==> src/rtl/byte_lane_serializer_pkg.sv <==
// Shared datapath definitions for the byte lane serializer.
package byte_lane_serializer_pkg;

   localparam int LANES  = 8;
   localparam int LANE_W = 8;
   localparam int SEL_W  = 3;

   typedef enum logic {
      ST_IDLE = 1'b0,
      ST_SEND = 1'b1
   } ser_state_t;

   // Number of bytes to emit: 0 means a full word, anything above 8 saturates.
   function automatic logic [3:0] eff_count(input logic [3:0] cnt);
      if (cnt == 4'd0 || cnt > 4'd8) return 4'd8;
      return cnt;
   endfunction

endpackage

==> src/rtl/byte_lane_serializer_mux.sv <==
// 8-to-1 byte multiplexer steered by the serializer lane select.
module mux_8X1_8bit (
   input  logic [7:0] D0,
   input  logic [7:0] D1,
   input  logic [7:0] D2,
   input  logic [7:0] D3,
   input  logic [7:0] D4,
   input  logic [7:0] D5,
   input  logic [7:0] D6,
   input  logic [7:0] D7,
   input  logic [2:0] sel,
   output logic [7:0] Y
);

   // Pure combinational lane select.
   always_comb begin
      Y = D0;
      case (sel)
         3'd0:    Y = D0;
         3'd1:    Y = D1;
         3'd2:    Y = D2;
         3'd3:    Y = D3;
         3'd4:    Y = D4;
         3'd5:    Y = D5;
         3'd6:    Y = D6;
         3'd7:    Y = D7;
         default: Y = D0;
      endcase
   end

endmodule

==> src/rtl/byte_lane_serializer.sv <==
// Narrows a 64-bit word into a byte stream: registers the eight lanes,
// walks the lane select up (or down) and drives the byte mux.
module byte_lane_serializer
   import byte_lane_serializer_pkg::*;
#(
   parameter bit MSB_FIRST = 1'b0
) (
   input  logic                    clk,
   input  logic                    rst_n,
   input  logic                    in_valid,
   output logic                    in_ready,
   input  logic [LANES*LANE_W-1:0] in_data,
   input  logic [3:0]              in_count,
   output logic                    out_valid,
   input  logic                    out_ready,
   output logic [LANE_W-1:0]       out_byte,
   output logic [SEL_W-1:0]        out_sel,
   output logic                    out_last
);

   localparam logic [SEL_W-1:0] START_SEL = MSB_FIRST ? SEL_W'(LANES-1) : '0;

   ser_state_t                          r_state;
   ser_state_t                          w_next;
   logic [LANES-1:0][LANE_W-1:0]        r_lane;
   logic [SEL_W-1:0]                    r_sel;
   logic [3:0]                          r_rem;
   logic                                w_accept;
   logic                                w_fire;
   logic                                w_last;

   assign w_last = (r_state == ST_SEND) && (r_rem == 4'd1);

   // State register; reset always returns to IDLE, dropping any partial word.
   always_ff @(posedge clk) begin
      if (!rst_n) r_state <= ST_IDLE;
      else        r_state <= w_next;
   end

   // Next-state and handshake decode. in_ready is gated by rst_n so a word
   // offered during a reset cycle is never considered accepted.
   always_comb begin
      w_next    = r_state;
      in_ready  = 1'b0;
      out_valid = 1'b0;
      w_accept  = 1'b0;
      w_fire    = 1'b0;
      case (r_state)
         ST_IDLE: begin
            in_ready = rst_n;
            if (in_valid && rst_n) begin
               w_accept = 1'b1;
               w_next   = ST_SEND;
            end
         end
         ST_SEND: begin
            out_valid = 1'b1;
            if (out_ready) begin
               w_fire = 1'b1;
               if (w_last) w_next = ST_IDLE;
            end
         end
         default: w_next = ST_IDLE;
      endcase
   end

   // Lane capture, remaining-byte counter and lane select walk.
   always_ff @(posedge clk) begin
      if (!rst_n) begin
         r_lane <= '0;
         r_sel  <= START_SEL;
         r_rem  <= '0;
      end else if (w_accept) begin
         r_lane <= in_data;
         r_rem  <= eff_count(in_count);
         r_sel  <= START_SEL;
      end else if (w_fire) begin
         if (w_last) begin
            r_rem <= '0;
            r_sel <= START_SEL;
         end else begin
            r_rem <= r_rem - 4'd1;
            r_sel <= MSB_FIRST ? (r_sel - SEL_W'(1)) : (r_sel + SEL_W'(1));
         end
      end
   end

   assign out_sel  = r_sel;
   assign out_last = w_last;

   // Byte steering comes only from registered lanes and select.
   mux_8X1_8bit u_mux (
      .D0  (r_lane[0]),
      .D1  (r_lane[1]),
      .D2  (r_lane[2]),
      .D3  (r_lane[3]),
      .D4  (r_lane[4]),
      .D5  (r_lane[5]),
      .D6  (r_lane[6]),
      .D7  (r_lane[7]),
      .sel (r_sel),
      .Y   (out_byte)
   );

endmodule

==> config.mk <==
export PLATFORM = sky130hd
export DESIGN_NAME = byte_lane_serializer
export DESIGN_NICKNAME = d
export VERILOG_FILES = /design/src/rtl/byte_lane_serializer_pkg.sv /design/src/rtl/byte_lane_serializer_mux.sv /design/src/rtl/byte_lane_serializer.sv
export SDC_FILE = /design/constraint.sdc
export NUM_CORES = 1
export LEC_CHECK = 0
export BUFFER_PORTS_ARGS = -buffer_cell sky130_fd_sc_hd__buf_4
export CAP_MARGIN = 20
export CORE_MARGIN = 5
export CORE_UTILIZATION = 45
export CTS_CLUSTER_DIAMETER = 120
export DETAILED_ROUTE_END_ITERATION = 6
export PLACE_DENSITY = 0.75
export SLEW_MARGIN = 20
export SYNTH_ARGS = -nofsm -noshare
export SYNTH_HDL_FRONTEND = slang
export SYNTH_SLANG_ARGS = --single-unit
==> constraint.sdc <==
create_clock -name clk -period 4 [get_ports clk]
set_clock_uncertainty 0.05 [all_clocks]
set_input_delay 0.6 -clock clk [delete_from_list [all_inputs] [get_ports clk]]
set_output_delay 0.6 -clock clk [all_outputs]
set_load 0.02 [all_outputs]
==> results_dict.tcl <==
set metrics [dict create \
    post_synthesis_instance_total 410 \
    drv_slew 0 \
    achievable-frequency_mhz 292.7 \
    cts.clk_slew.worst_paths_ns 0.07 \
    timing.final.crit_share_pct 85.42 \
    min-delay-start "in_data[44]" \
    design.core.area_mm2 0.006869 \
    synthArstFlopShare_pct 0 \
    p_per_area_mw_per_mm2 392.5 \
    setup_viol 0 \
    finalHoldViolCount 0 \
    finalCriticalPeriod_ns 3.417 \
    switching_share_pct 25.35 \
    cpPeakStageDelay_ns 0.62 \
    synth_edf_count 0 \
    netlist.top_cell.by_area "dfxtp_1" \
    p_int_mw 1.177 \
    grt_antenna_before_repair 0 \
    setup_repair_after_global_routing_missed_its_margin "false" \
    critPathArrivalTime_ns 2.77 \
    syn_area_mm2 0.003209 \
    count_of_standard_cell_rows 30 \
    criticalPathCategory "flop to output port" \
    track_usage_pct 19.34 \
    post_cts_resize_count 0 \
    synth-seq-area-share_pct 44.91 \
    slew_headroom_pct 45.82 \
    place_congestion 0.8272 \
    die-area_mm2 0.008921 \
    final.setup.tns_ns 0 \
    multiInputGateArea_mm2 0.001582 \
    antenna_cells_inserted 0 \
    worstMarginPinSlew_ns 0.8127 \
    total_leakage_power_nw 1.898 \
    max-clock-path-buffers 2 \
    yosys_top_cell_area_share_pct 44.91 \
    clock_share_of_power_pct 34.7 \
    overall_via_count_from_detail_route 3036 \
    path_cells "buf_4 > inv_1 > ha_1 > or4_4 > or2_1 > a41oi_2 > buf_4" \
    r2r-end "r_lane[39]" \
    layout.filler_cells 631 \
    commonest_non_fill_non_tap_cells_in_the_layout "nand2_1, buf_4, dfxtp_1" \
    dominantRegCellSynth "dfxtp_1" \
    worst-r2r-setup-slack_ns 2.18 \
    post-route-drc-count 0 \
    vdd.ir_drop.worst_mv 0.2123 \
    synth.net_count 490 \
    worst_skew_pair.late_latency_ns 0.34 \
    synth_area_leaders "dfxtp_1, nand2_1, nand3_1" \
    critical_path_peak_fanout 18 \
    layout.nets 553 \
    grt.overflow.total 0 \
    crit-reg2reg-launch "r_state" \
    die_width_um 94.45 \
    place.detailed.hpwl_mm 5.828 \
    total_routed_wirelength_mm 8.265 \
    clk_sink_count 72 \
    crit_family "simple AND/OR/NAND/NOR gates" \
    r2r_cells 4 \
    ios 86 \
    p_comb_share_pct 14.5 \
    grt_first_pass_wirelength_mm 13.64 \
    worst_setup_end_kind "output port" \
    number_of_maximum_capacitance_violations 0 \
    cp_num_buf_inv 3 \
    synth_warnings 0 \
    layout_commonest_cell "nand2_1" \
    ant_nets 0 \
    detail_route.iter0.violations 222 \
    port_bufs 85 \
    p_sw_uw 399.6 \
    share_seq_of_total_power_pct 50.8 \
    ratio_of_cells_with_drive_above_1_in_the_final_layout_pct 23.69 \
    hold-path-endpoint "r_lane[44]" \
    synthToLayoutAreaGrowth_pct 25.15 \
    crit_path_top_delay_cell "or4_4" \
    initial_core_util_pct 46.72 \
    dr.pass1.iters 6 \
    whs_ns 0.3869 \
    crit_required_ns 3.35 \
    cts-htree-levels 3 \
    post-cts-setup-buffers 0 \
    yosys.cell_types.count 36 \
    timing.hold.worst_path_depth 3 \
    routed_via_density 5.298 \
    pin_count_of_the_biggest_net_entering_global_routing 72 \
    grt_pass1_vias 2887 \
    cts.hold.buffers_added 0 \
    clock_buffers_created_by_tritoncts 9 \
    cp_common_cell "buf_4" \
    yosys_register_bits 72 \
    outcome "completed" \
    worst_setup_path_start_kind "flop" \
    timing.hold.worst.class "input port to flop" \
    drt-wirelength-per-cell_um 14.42 \
    die_height_um 94.45 \
    cts-root-buf "clkbuf_8" \
    ff_latch_area_mm2 0.001441 \
    clock_tree_from_tritoncts "yes" \
    synth_area_per_cell_um2 7.828 \
]
## worst max path at each step
stage	start	end	slack [ns]	depth (start not counted)
after floorplan	out_sel[2]	out_byte[3]	0.50	10
after detailed placement	out_sel[2]	out_byte[3]	0.94	7
final	out_sel[2]	out_byte[0]	0.58	7
after global routing	out_sel[2]	out_byte[3]	0.39	7
after CTS	out_sel[2]	out_byte[3]	0.57	7
after global placement	out_sel[2]	out_byte[0]	0.98	7
## metrics by stage
| step | instances | cell area, µm² | worst slack [ns] | util [%] | total power [mW] |
|---|---|---|---|---|---|
| 2_1_floorplan | 410 | 3209 | 0.4976 | - | 0.9420 |
| 3_3_place_gp | 558 | 3830 | 0.9832 | 55.76 | 1.039 |
| 3_5_place_dp | 558 | 3830 | 0.9404 | 55.76 | 1.044 |
| 4_1_cts | 573 | 4016 | 0.5739 | 58.47 | 1.586 |
| 5_1_grt | 573 | 4016 | 0.3864 | 58.47 | 1.650 |
| 6_report | 573 | 4016 | 0.5832 | 58.47 | 1.576 |
## Yosys cell counts (2+ instances only)
library cell	n
a21o_1	4
a21oi_1	11
a222oi_1	12
a22o_1	4
a31oi_1	3
a41oi_2	4
and2_1	2
buf_1	8
buf_2	3
buf_6	3
clkbuf_1	22
dfxtp_1	72
ha_1	8
inv_1	7
mux2_2	4
mux2i_1	2
nand2_1	142
nand3_1	66
nand3b_1	2
nor2_1	2
nor2b_1	2
nor3_1	10
or3_1	4
## tightest hold or removal path: stages
cell	delay (ns)
buf_4	0.08
nand2_1	0.04
nand2_1	0.04
## kinds of logic after synthesis
logic type | synth area share [%]
adder cells (fa/ha/maj) | 3.119
buffers and inverters | 5.848
multiplexers | 2.027
AND/OR/NAND/NOR | 32.24
flip-flops | 44.91
AO/OA/AOI/OAI | 11.85
## cell type report
class | instances | area share (%)
clock buffer | 11 | 3.520
multi-input combinational | 295 | 39.38
sequential | 72 | 35.89
inverter | 7 | 0.6542
tap | 96 | 2.991
clock inverter | 4 | 1.121
timing repair buffer | 88 | 16.45
## sequential cells by signal, indices dropped and copies added (netlist names)
name,flops
r_lane,64
r_rem,4
out_sel,3
r_state,1
## per-layer routing
metal  GRT usage [%]  up-vias  share of wire, %
met5               0        -                 0
met4           5.889        0               1.9
met3           6.215       15               7.5
met2           30.97      108                47
met1           24.90     1388                43
li1                -     1525                 -
## power groups by stage
stage	registers, mW	clock network (mW)	logic [mW]
5_1_grt	0.806	0.588	0.255
2_1_floorplan	0.805	0	0.137
4_1_cts	0.800	0.555	0.230
3_3_place_gp	0.815	0	0.224
6_report	0.801	0.547	0.228
3_5_place_dp	0.815	0	0.229
No activity file was read; power rests on OpenSTA's default activity.
